--- src/rtl/paint_pkg.sv ---
// Shared constants and FSM encoding for the paint cursor controller.
package paint_pkg;

  localparam int unsigned H_RES = 640;
  localparam int unsigned V_RES = 480;

  localparam logic [2:0] ColBlack   = 3'd0;
  localparam logic [2:0] ColRed     = 3'd1;
  localparam logic [2:0] ColGreen   = 3'd2;
  localparam logic [2:0] ColYellow  = 3'd3;
  localparam logic [2:0] ColBlue    = 3'd4;
  localparam logic [2:0] ColMagenta = 3'd5;
  localparam logic [2:0] ColCyan    = 3'd6;
  localparam logic [2:0] ColWhite   = 3'd7;

  typedef enum logic [1:0] {
    StIdle,
    StMove,
    StPaint
  } state_e;

endpackage

--- src/rtl/paint_cursor_ctrl_axis_step.sv ---
// One cursor axis: deadzone, velocity scaling and clamping of the next position.
module axis_step import paint_pkg::*; #(
  parameter int unsigned Limit  = H_RES,
  parameter int unsigned Center = 512,
  parameter int unsigned Dead   = 48,
  parameter int unsigned VShift = 5
) (
  input  logic       invert_i,
  input  logic [9:0] raw_i,
  input  logic [9:0] pos_i,
  output logic [9:0] next_o
);

  logic signed [10:0] diff;
  logic signed [10:0] vel;
  logic        [10:0] mag;
  logic signed [11:0] pos_s;
  logic signed [11:0] step_s;
  logic signed [11:0] nxt;

  always_comb begin
    diff   = $signed({1'b0, raw_i}) - $signed(11'(Center));
    // -512 negates to bit pattern 512, which is correct when read as unsigned
    mag    = diff[10] ? 11'(-diff) : 11'(diff);
    vel    = (mag <= 11'(Dead)) ? 11'sd0 : (diff >>> VShift);
    pos_s  = $signed({2'b00, pos_i});
    step_s = {vel[10], vel};
    nxt    = invert_i ? (pos_s - step_s) : (pos_s + step_s);
    if (nxt[11]) begin
      next_o = '0;
    end else if (nxt > $signed(12'(Limit - 1))) begin
      next_o = 10'(Limit - 1);
    end else begin
      next_o = nxt[9:0];
    end
  end

endmodule

--- src/rtl/paint_cursor_ctrl.sv ---
// Joystick-driven cursor with per-tick brush stamping into a valid/ready pixel-write stream.
module paint_cursor_ctrl import paint_pkg::*; #(
  parameter int unsigned TICK_DIV = 1666667,
  parameter int unsigned CENTER   = 512,
  parameter int unsigned DEAD     = 48,
  parameter int unsigned VSHIFT   = 5,
  parameter int unsigned BIG_SIZE = 4
) (
  input  logic       clk_i,
  input  logic       clr_ni,
  input  logic [9:0] x_raw_i,
  input  logic [9:0] y_raw_i,
  input  logic       tool_on_i,
  input  logic       size_sel_i,
  input  logic [2:0] color_i,
  input  logic       wr_ready_i,
  output logic [9:0] cur_x_o,
  output logic [9:0] cur_y_o,
  output logic       big_brush_o,
  output logic       wr_valid_o,
  output logic [9:0] wr_x_o,
  output logic [9:0] wr_y_o,
  output logic [2:0] wr_color_o,
  output logic       busy_o,
  output logic       overrun_o
);

  localparam int unsigned CntW = (TICK_DIV > 1) ? $clog2(TICK_DIV) : 1;
  localparam int unsigned OffW = $clog2(BIG_SIZE + 1);
  localparam logic [CntW-1:0] CntMax = CntW'(TICK_DIV - 1);

  state_e          state_q, state_d;
  logic [CntW-1:0] cnt_q, cnt_d;
  logic            pending_q, pending_d;
  logic            overrun_q, overrun_d;
  logic            big_q, big_d;
  logic [9:0]      cur_x_q, cur_x_d, cur_y_q, cur_y_d;
  logic [9:0]      ox_q, ox_d, oy_q, oy_d;
  logic [2:0]      col_q, col_d;
  logic            big_stamp_q, big_stamp_d;
  logic [OffW-1:0] i_q, i_d, j_q, j_d;

  logic            tick;
  logic [9:0]      nx, ny;
  logic [OffW-1:0] n_last;
  logic [10:0]     px, py;
  logic            in_range;

  axis_step #(
    .Limit  (H_RES),
    .Center (CENTER),
    .Dead   (DEAD),
    .VShift (VSHIFT)
  ) u_axis_x (
    .invert_i (1'b0),
    .raw_i    (x_raw_i),
    .pos_i    (cur_x_q),
    .next_o   (nx)
  );

  // Screen y grows downward while stick y grows upward.
  axis_step #(
    .Limit  (V_RES),
    .Center (CENTER),
    .Dead   (DEAD),
    .VShift (VSHIFT)
  ) u_axis_y (
    .invert_i (1'b1),
    .raw_i    (y_raw_i),
    .pos_i    (cur_y_q),
    .next_o   (ny)
  );

  assign tick  = (cnt_q == CntMax);
  assign cnt_d = tick ? '0 : cnt_q + CntW'(1);

  always_comb begin
    state_d     = state_q;
    pending_d   = pending_q | tick;
    overrun_d   = overrun_q | (tick & pending_q);
    big_d       = big_q ^ size_sel_i;
    cur_x_d     = cur_x_q;
    cur_y_d     = cur_y_q;
    ox_d        = ox_q;
    oy_d        = oy_q;
    col_d       = col_q;
    big_stamp_d = big_stamp_q;
    i_d         = i_q;
    j_d         = j_q;
    busy_o      = 1'b0;
    wr_valid_o  = 1'b0;
    wr_x_o      = '0;
    wr_y_o      = '0;
    wr_color_o  = '0;

    n_last   = big_stamp_q ? OffW'(BIG_SIZE - 1) : '0;
    px       = 11'(ox_q) + 11'(i_q);
    py       = 11'(oy_q) + 11'(j_q);
    in_range = (px < 11'(H_RES)) && (py < 11'(V_RES));

    unique case (state_q)
      StIdle: begin
        // A tick in this very cycle is consumed directly, giving one-cycle latency.
        if (pending_q || tick) begin
          pending_d = 1'b0;
          state_d   = StMove;
        end
      end
      StMove: begin
        busy_o  = 1'b1;
        cur_x_d = nx;
        cur_y_d = ny;
        if (tool_on_i) begin
          state_d     = StPaint;
          ox_d        = nx;
          oy_d        = ny;
          col_d       = color_i;
          big_stamp_d = big_q;
          i_d         = '0;
          j_d         = '0;
        end else begin
          state_d = StIdle;
        end
      end
      StPaint: begin
        busy_o     = 1'b1;
        wr_valid_o = in_range;
        wr_x_o     = px[9:0];
        wr_y_o     = py[9:0];
        wr_color_o = col_q;
        if (!in_range || wr_ready_i) begin
          if (i_q == n_last) begin
            i_d = '0;
            if (j_q == n_last) begin
              state_d = StIdle;
            end else begin
              j_d = j_q + OffW'(1);
            end
          end else begin
            i_d = i_q + OffW'(1);
          end
        end
      end
      default: state_d = StIdle;
    endcase
  end

  always_ff @(posedge clk_i or negedge clr_ni) begin
    if (!clr_ni) begin
      state_q     <= StIdle;
      cnt_q       <= '0;
      pending_q   <= 1'b0;
      overrun_q   <= 1'b0;
      big_q       <= 1'b0;
      cur_x_q     <= 10'(H_RES / 2);
      cur_y_q     <= 10'(V_RES / 2);
      ox_q        <= '0;
      oy_q        <= '0;
      col_q       <= '0;
      big_stamp_q <= 1'b0;
      i_q         <= '0;
      j_q         <= '0;
    end else begin
      state_q     <= state_d;
      cnt_q       <= cnt_d;
      pending_q   <= pending_d;
      overrun_q   <= overrun_d;
      big_q       <= big_d;
      cur_x_q     <= cur_x_d;
      cur_y_q     <= cur_y_d;
      ox_q        <= ox_d;
      oy_q        <= oy_d;
      col_q       <= col_d;
      big_stamp_q <= big_stamp_d;
      i_q         <= i_d;
      j_q         <= j_d;
    end
  end

  assign cur_x_o     = cur_x_q;
  assign cur_y_o     = cur_y_q;
  assign big_brush_o = big_q;
  assign overrun_o   = overrun_q;

endmodule
--- config.mk ---
export PLATFORM = sky130hd
export DESIGN_NAME = paint_cursor_ctrl
export DESIGN_NICKNAME = d
export VERILOG_FILES = /design/src/rtl/paint_pkg.sv /design/src/rtl/paint_cursor_ctrl_axis_step.sv /design/src/rtl/paint_cursor_ctrl.sv
export SDC_FILE = /design/constraint.sdc
export NUM_CORES = 1
export LEC_CHECK = 0
export BUFFER_PORTS_ARGS = -buffer_cell sky130_fd_sc_hd__buf_4
export CAP_MARGIN = 0
export CELL_PAD_IN_SITES_DETAIL_PLACEMENT = 1
export CELL_PAD_IN_SITES_GLOBAL_PLACEMENT = 1
export CORE_MARGIN = 1.5
export CORE_UTILIZATION = 40
export CTS_BUF_LIST = sky130_fd_sc_hd__clkbuf_16
export DETAILED_ROUTE_END_ITERATION = 6
export GPL_TIMING_DRIVEN = 1
export PLACE_DENSITY_LB_ADDON = 0.1
export SLEW_MARGIN = 25
export SYNTH_ARGS = -nofsm -noshare
export SYNTH_HDL_FRONTEND = slang
export SYNTH_SLANG_ARGS = --single-unit
--- constraint.sdc ---
create_clock -name clk_i -period 6.4 [get_ports clk_i]
set_clock_uncertainty 0.05 [all_clocks]
set_input_delay 0.64 -clock clk_i [delete_from_list [all_inputs] [get_ports clk_i]]
set_output_delay 0.64 -clock clk_i [all_outputs]
set_load 0.1 [all_outputs]
==> Word-level counts from Yosys, hierarchy flattened <==
Index checks and enable logic that the tools add are counted.
{ "totals": {"output_inout_bits": 47, "word_cells": 87, "mem_bits_rw": 0, "mem_bits_ro": 0, "memories": 0, "latch_bits": 0, "register_bits": 76, "inputBits": 28} }
{ "op_classes": {"eq_ne": 11, "add_sub_neg": 11, "bitwise_logic": 4, "n_lt_le_gt_ge": 6, "shift": 0, "muxes": 31, "mul": 0, "div_mod_pow": 0, "reduce_logical": 11} }
{ "ops": {"columns": ["cell", "n"], "rows": [
  ["$mux 10", 6],
  ["$mux 11", 4],
  ["$add 10x3->11", 2],
  ["$le 11x6->1 const B", 2],
  ["$neg 11->11", 2],
  ["$sub 10x10->11 const B", 2],
  ["$add 21x1->21 const B", 1],
  ["$eq 21x21->1 const B", 1],
  ["$mux 21", 1],
  ["$mux 3", 7],
  ["$add 11x11->12", 1],
  ["$gt 12x10->1 const B", 1],
  ["$gt 12x11->1 const B", 1],
  ["$mux 2", 6],
  ["$ne 2x2->1 const B", 6],
  ["$pmux 3 s2", 2],
  ["$sub 11x11->12", 1],
  ["$lt 11x10->1 const B", 1],
  ["$lt 11x9->1 const B", 1],
  ["$add 3x1->3 const B", 2],
  ["$eq 3x2->1", 2],
  ["$pmux 2 s3", 1],
  ["$reduce_and 5->1", 1],
  ["$mux 1", 4],
  ["14 further kinds", 16]
]} }

==> Longest topological paths before layout <==
Gate-level depths: netlist (run 1).
{ "depth": {"word_depth": 9, "ltp_mapped": 20, "depth_no_buf": 19} }

==> Cells and area by module <==
Synthesis (run 1) repeated with hierarchy kept, for this count alone.
{ "unflattened": {"hier_cells": 601, "hier_area_um2": 5661.7} }
{ "modules_own_cells": {"columns": ["module", "area_per_inst_um2", "seq_area_each_um2", "n_inst", "cells_each"], "rows": [
  ["paint_cursor_ctrl", 3933.8, 1909.3, 1, 354],
  ["axis_step at u_axis_x", 917.1, 0.0, 1, 130],
  ["axis_step at u_axis_y", 810.8, 0.0, 1, 117]
]} }

==> Least setup slack after synthesis (run 1) <==
No wires, ideal clock.
{ "synth_timing": {"path_kind": "in2reg", "start": "in x_raw_i[0]", "end": "reg ox_q[9]", "setup_slack_ns": 1.806, "setup_ns": 0.121, "path_buffers": 0, "arrival_time_ns": 4.423, "path_stages": 19, "required_time_ns": 6.229, "path_cell_list": "inv_1 > ha_1 > or4b_1 > nor2_1 > a21oi_1 > nor3b_1 > o211a_1 > o21ai_0 > and2_1 > ha_1 > fa_1 > a21oi_1 > o211ai_1 > o41ai_1 > nor3b_1 > nor3_1 > xnor2_2 > nand3_1 > a22o_1"} }
{ "synth_via": {"elab_chain_cells": 9} }
{ "synth_rtl": {"columns": ["item", "line_no", "rtl"], "rows": [
  ["from (decl)", "paint_cursor_ctrl.sv:11", "input logic [9:0] x_raw_i,"],
  ["$sub 10x10->11 (*)", "paint_cursor_ctrl_axis_step.sv:22", "diff = $signed({1'b0, raw_i}) - $signed(11'(Center));"],
  ["$neg 11->11", "paint_cursor_ctrl_axis_step.sv:24", "mag = diff[10] ? 11'(-diff) : 11'(diff);"],
  ["$mux 11", "paint_cursor_ctrl_axis_step.sv:24", null],
  ["$le 11x6->1", "paint_cursor_ctrl_axis_step.sv:25", "vel = (mag <= 11'(Dead)) ? 11'sd0 : (diff >>> VShift);"],
  ["$mux 11 (*)", "paint_cursor_ctrl_axis_step.sv:25", null],
  ["$add 11x11->12 (*)", "paint_cursor_ctrl_axis_step.sv:28", "nxt = invert_i ? (pos_s - step_s) : (pos_s + step_s);"],
  ["$gt 12x11->1", "paint_cursor_ctrl_axis_step.sv:31", "end else if (nxt > $signed(12'(Limit - 1))) begin"],
  ["$mux 10", "paint_cursor_ctrl_axis_step.sv:31", null],
  ["$mux 10 (*)", "paint_cursor_ctrl_axis_step.sv:29", "if (nxt[11]) begin"],
  ["to (signal assigned)", "paint_cursor_ctrl.sv:157", "ox_q <= '0;"],
  ["to (signal assigned)", "paint_cursor_ctrl.sv:171", "ox_q <= ox_d;"],
  ["to (decl)", "paint_cursor_ctrl.sv:38", "logic [9:0] ox_q, ox_d, oy_q, oy_d;"]
]} }
Mark *: on every way between the ends. The rest lies on a longest branch, timed or not.
A chain may end at the register's enable or synchronous reset.

==> Final worst setup path (run 1) <==
Same ends and word-level chain as after synthesis.

==> run metrics, run 1 <==
outcome finished clean; CTS Buf Count 9; DRC 0; global-route wire length before repair 23700 µm; Initial Util approximately two fifths; Post-Synth Simple-Gate Area between 20% and 30%; clk buf depth 2; crit start category primary input; Final nets between 700 and 800; DR vias/cell ~5.4; Placer Congestion between 0.8 and 0.9; power share of the clock group between 15 and 20%; CTS tree done; synthesized area between 5000 and 6000 µm²; root cell of the clock tree clkbuf_16; setup repair after global routing missed its margin no; grt ovf 0; I/O pin cnt 75; FFs w/ async S/R, synth 100%; Top FF cell, synth dfrtp_1; Row Count 42; FF/Latch Area between 1500 and 2000 µm²; WL/cell about 17 µm; drt initial violations slightly below 200; final worst slack approximately 1.4 ns; Hold Crit Class primary input to async pin; filler cell count 1564; die width 119 µm; Synth Area in Compound Gates between 10% and 20%; Least-Margin Pin Slew about 0.94 ns; Seq pwr share around a quarter; largest net degree at the start of global routing between 70 and 80; P_sw between 1.5 and 2 mW; VDD IR max about 290 µV; area of the multi-input gates about 3300 µm²; max_slew headroom roughly 37%; clock slew at reported path FFs ~0.060 ns; ANT nets after route 0; Final Hold Fails 0; EDFF count, synth 0; post-synth cell types 69; post-synthesis sequential area ratio 35.5%; GRT Util Overall about a fifth; Post-CTS Resized 0; fin crit share 77.6%; P_leak roughly 3.0 nW; Final Critical Period between 4 and 5 ns; f_max 0.201 GHz; Total Routed Length between 10000 and 15000 µm; ratio of cells with drive above 1 in the final layout 15.8%; sum of negative setup slack 0 ns; Synth-to-Final Area Change 19.2%; Avg Synthesized Cell Area 9.04 µm²; P per Cell Area between 400 and 500 nW/µm²; Die Area between 10000 and 15000 µm²; Synth Area in XOR/XNOR slightly below 9%; arrival time of the worst setup path between 5 and 6 ns; Num Clock Sinks between 70 and 80; Sw Ratio about half; Critical Path End Type register; Yosys warnings 0; Internal roughly 1.5 mW; vias 4610; detailed placement HPWL between 10000 and 15000 µm; pre-CTS setup slack ~1 ns; n_diodes 0; adder-cell share of the synthesized area a little over a tenth; Comb pwr share 58.1%; critical-path maximum fanout 8; H-tree depth 3; FF+latch count, synth between 70 and 80; # port buffers 74; total power ~3.1 mW; Setup Fix Bufs, Post-CTS 0; main combinational cell family by area after synthesis simple AND/OR/NAND/NOR gates; Cells after Synth between 500 and 600; Pre-Repair DR Iteration Count 4; initial antenna violation count 0; vias in the first global route 4768; max cap viols 0; endpoints failing setup 0; clock latency on the worst-skew pair about 0.33 ns; core area about 13000 µm²; mux cell area share after synthesis 1.54%; syn_nets about 670; final slew viol count 0; worst endpoint required time between 6 and 7 ns; crit path kind primary input to register; hold-fix buffers at CTS 0; Die Y around 120 µm
-- cell usage after synthesis, drive strengths merged, types with 3 or more instances --
master / n / area (µm²)
a21o: 8 / 60.1
a21oi: 19 / 95.1
a22o: 9 / 78.8
a31oi: 4 / 25.0
and2: 33 / 206
and3: 7 / 43.8
clkbuf: 12 / 45.0
dfrtp: 70 / 1750
dfstp: 6 / 158
fa: 4 / 80.1
ha: 39 / 488
inv: 23 / 86.3
mux2i: 6 / 60.1
nand2: 65 / 244
nand2b: 8 / 50.1
nand3: 25 / 125
nand3b: 4 / 30.0
nand4: 5 / 31.3
nor2: 56 / 213
nor2b: 12 / 75.1
nor3: 10 / 50.1
nor3b: 3 / 22.5
nor4: 5 / 31.3
nor4b: 3 / 26.3
o211ai: 4 / 30.0
o21a: 5 / 37.5
o21ai: 27 / 135
o22ai: 3 / 25.0
o2bb2ai: 14 / 123
o31ai: 4 / 30.0
or3: 6 / 37.5
xnor2: 31 / 287
xor2: 21 / 184
-- final timing paths --
check,endpoint,startpoint,cells past startpoint,slack (ns)
max,ox_q[9],x_raw_i[0],20,1.43
min,i_q[1],clr_ni,1,0.27
max reg2reg,oy_q[5],cur_y_o[0],12,3.00
min reg2reg,overrun_o,overrun_o,1,0.43
max in group asynchronous,oy_q[4],clr_ni,1,5.53
min in group clk_i,overrun_o,overrun_o,1,0.43
-- state kept, by name (all words and copies together) (netlist names) --
name,count
col_q,3
ox_q,10
j_q,3
pending_q,1
state_q,2
cur_y_o,10
i_q,3
oy_q,10
overrun_o,1
big_stamp_q,1
cur_x_o,10
cnt_q,21
big_brush_o,1
-- power by group through the flow --
stage | clock (mW) | combinational [mW] | sequential (mW)
2_1_floorplan | 0 | 1.03 | 1.15
3_3_place_gp | 0 | 1.76 | 0.811
3_5_place_dp | 0 | 1.81 | 0.814
4_1_cts | 0.503 | 1.81 | 0.811
5_1_grt | 0.521 | 1.94 | 0.837
6_report | 0.488 | 1.80 | 0.810
-- worst max-delay path, cell delays in order --
cell and delay (ns):
buf_4 0.12, inv_1 0.07, ha_1 0.25, or4b_1 0.47
nor2_1 0.14, a21oi_1 0.08, nor3b_1 0.24, o211a_1 0.19
o21ai_0 0.11, and2_1 0.19, ha_1 0.23, fa_1 0.42
a21oi_1 0.21, o211ai_1 0.15, o41ai_1 0.46, nor3b_1 0.10
nor3_1 0.29, xnor2_2 0.22, nand3_1 0.27, a22o_1 0.26
-- cell type report --
cell class	count	area share, %
multi-input cells	482	52.0
flip-flops and latches	76	29.8
repair buffers	76	8.96
clock buffers	9	3.51
well taps	176	3.43
inverters	24	1.41
clock inverters	5	0.859
-- metrics by stage --
stage	instances	utilization, %	hold WS, ns	area, µm²
after CTS	848	48.6	0.428	6410
after floorplan	595	-	0.294	5380
after global placement	834	46.5	0.391	6130
after global routing	848	48.6	0.330	6410
after detailed placement	834	46.5	0.412	6130
final	848	48.6	0.273	6410
-- layout by cell type, fill, tap and decap left out, types with 3 or more instances in the layout --
cell type  netlist  final
inv_1           23     23
o211ai_1         4      4
o21a_1           5      5
nand3_1         25     25
xor2_1          21     21
o2bb2ai_1       14     14
nor3_1          10     10
nor3b_1          3      3
nand3b_1         4      4
a21o_1           8      8
a31oi_1          4      4
or3_1            6      6
xnor2_1         29     29
dfstp_2          6      6
o31ai_1          4      4
a22o_1           9      9
a21oi_1         19     19
nor4b_1          3      3
nor4_1           5      4
clkbuf_16        0      9
ha_1            39     39
nand2b_1         8      8
nand2_1         65     65
and3_1           7      7
dfrtp_1         70     70
mux2i_1          6      6
o21ai_0         25     25
nor2b_1         12     12
nor2_1          55     55
fa_1             4      4
nand4_1          5      5
and2_1          33     33
buf_4            0     75
-- layer usage --
metal / up-vias / share of wire (%) / GRT usage [%]
met5: - / 0 / 0
met4: 0 / 1.5 / 6.55
met3: 15 / 2.3 / 2.73
met2: 65 / 46 / 33.3
met1: 2261 / 50 / 29.5
li1: 2269 / - / -
-- cells by family after synthesis --
logic type,Yosys count
fa+ha+maj,43
mux,8
simple gates,253
flops,76
buf+inv,37
xor+xnor,52
compound gates,126
Power figures use the tool's default switching activity.
==> run 2, diff against run 1 <==
clock period = 4.46 ns   (was 6.4 ns; I/O delays follow)
==> run 2 against run 1 <==
Effect of this change:
- count of clock-buffer cells in the layout did not move
- clock power rose by 73%
- non-clock buffer count rose by 41
- die area did not move
- cell count rose by 5.1%
- sequential cell count did not move
- setup slack got worse by 1.2 ns
- final area rose by 6.3%
- combinational power rose by 53%
- routed wire length rose by 7.8%
- critical path type unchanged
- highest routed layer unchanged
==> run metrics, run 2 (synthesis results as in run 1) <==
outcome finished clean; fin crit share 94.8%; filler cell count approximately 1500; largest net degree at the start of global routing 77; max cap viols 0; ratio of cells with drive above 1 in the final layout 21.8%; vias 4779; Die Y around 120 µm; global-route wire length before repair 25900 µm; ANT nets after route 0; setup repair after global routing missed its margin yes; Critical Path End Type register; DR vias/cell between 5 and 6; f_max approximately 0.24 GHz; CTS tree done; max_slew headroom between 30% and 40%; Num Clock Sinks between 70 and 80; I/O pin cnt 75; hold-fix buffers at CTS 0; WL/cell between 15 and 20 µm; total power ~4.8 mW; critical-path maximum fanout 8; GRT Util Overall between 20% and 30%; Initial Util about two fifths; crit path kind primary input to register; Row Count between 40 and 50; vias in the first global route 5145; root cell of the clock tree clkbuf_16; Least-Margin Pin Slew about 0.92 ns; clk buf depth 2; Final nets a little under 800; max reg flops 21; Final Critical Period ~4.2 ns; endpoints failing setup 0; Finished Core Util between 50% and 60%; Final Hold Fails 0; # port buffers 74; grt ovf 0; detailed placement HPWL between 10000 and 15000 µm; die width ~120 µm; commonest non-fill, non-tap cell in the layout buf_4; clock slew at reported path FFs ~0.06 ns; arrival time of the worst setup path 4.39 ns; n_diodes 0; clock latency on the worst-skew pair 0.34 ns; DRC 0; final slew viol count 0; Die Area roughly 14000 µm²; Synth-to-Final Area Change 26.8%; CTS Buf Count 9; commonest non-fill, non-tap cells in the layout buf_4, dfrtp_1, nand2_1; Hold Crit Class primary input to async pin; Total Routed Length between 15000 and 20000 µm; Placer Congestion 0.853; initial antenna violation count 0; crit start category primary input; drt initial violations around 260; Biggest register cnt_q; worst endpoint required time about 4.6 ns; VDD IR max slightly above 400 µV; Pre-Repair DR Iteration Count 4; H-tree depth 3; core area 13200 µm²; P per Cell Area roughly 700 nW/µm²; P_leak between 3 and 4 nW
-- run 2: cell types whose count changed in the layout (fill, tap and decap cells not counted), sizes merged --
cell / previous run / this run
buf: 76 / 117
clkinv: 3 / 5
bufinv: 1 / 3
clkinvlp: 2 / 0
-- run 2: layout make-up --
type                            instances  area, µm²  area share, %
Sequential cell                        76       1910           28.0
Tap cell                              176        220           3.23
Clock buffer                            9        225           3.30
Multi-Input combinational cell        482       3380           49.5
Timing Repair Buffer                  117        882           12.9
Clock inverter                          7        115           1.69
Inverter                               24       90.1           1.32
-- run 2: critical path, stage by stage --
cell and delay [ns]:
buf_4 0.12, inv_1 0.05, ha_1 0.22, or3b_4 0.42, or4b_1 0.47, a21oi_1 0.21
o22ai_2 0.12, inv_1 0.10, ha_1 0.26, and2_1 0.18, a221oi_1 0.33, a21oi_1 0.17
o41a_1 0.42, buf_4 0.15, nor2_1 0.11, o2bb2a_4 0.21, nor3_2 0.20, buf_4 0.14
o21ai_0 0.07
-- run 2: per-stage QoR --
stage                     instance area (µm²)  cells  worst slack (ns)  TNS, ns  hold slack (ns)
after floorplan                          5380    595            0.0599        0            0.100
after global placement                   6420    874           -0.0812   -0.839            0.393
after detailed placement                 6420    874            -0.344    -8.01            0.409
after CTS                                6760    890            0.0429        0            0.219
after global routing                     6820    891            -0.115    -1.09            0.115
final                                    6820    891             0.233        0           0.0610
-- run 2: path summary, 6_finish.rpt --
path | startpoint | endpoint | slack (ns) | depth (start not counted)
worst max-delay path | y_raw_i[0] | oy_q[3] | 0.23 | 19
worst min-delay path | clr_ni | big_brush_o | 0.06 | 1
worst max register to register | j_q[0] | j_q[2] | 1.33 | 10
worst min register to register | overrun_o | overrun_o | 0.42 | 1
max in group asynchronous | clr_ni | cur_y_o[1] | 3.79 | 1
min in group clk_i | size_sel_i | big_brush_o | 0.23 | 2
-- run 2: what timing repair did --
action                     4_1_cts  5_1_grt
buffers inserted                 0        1
pin swaps                        0        5
resized for setup                1       10
cloned                           0        0
setup endpoints to repair        1       38
-- run 2: power by group --
group	leakage, nW	internal (mW)	switching, mW
logic	2.13	0.935	1.83
clock network	0.165	0.545	0.300
registers	0.973	0.907	0.258
total	3.27	2.39	2.39
-- run 2: metal layers --
| layer | routed length, µm | vias to the layer above | GRT usage, % |
|---|---|---|---|
| met3 | 407 | 14 | 3.45 |
| met1 | 7240 | 2346 | 30.6 |
| met2 | 7390 | 69 | 38.9 |
| met4 | 208 | 0 | 6.40 |
| met5 | 0 | - | 0 |
| li1 | - | 2350 | - |
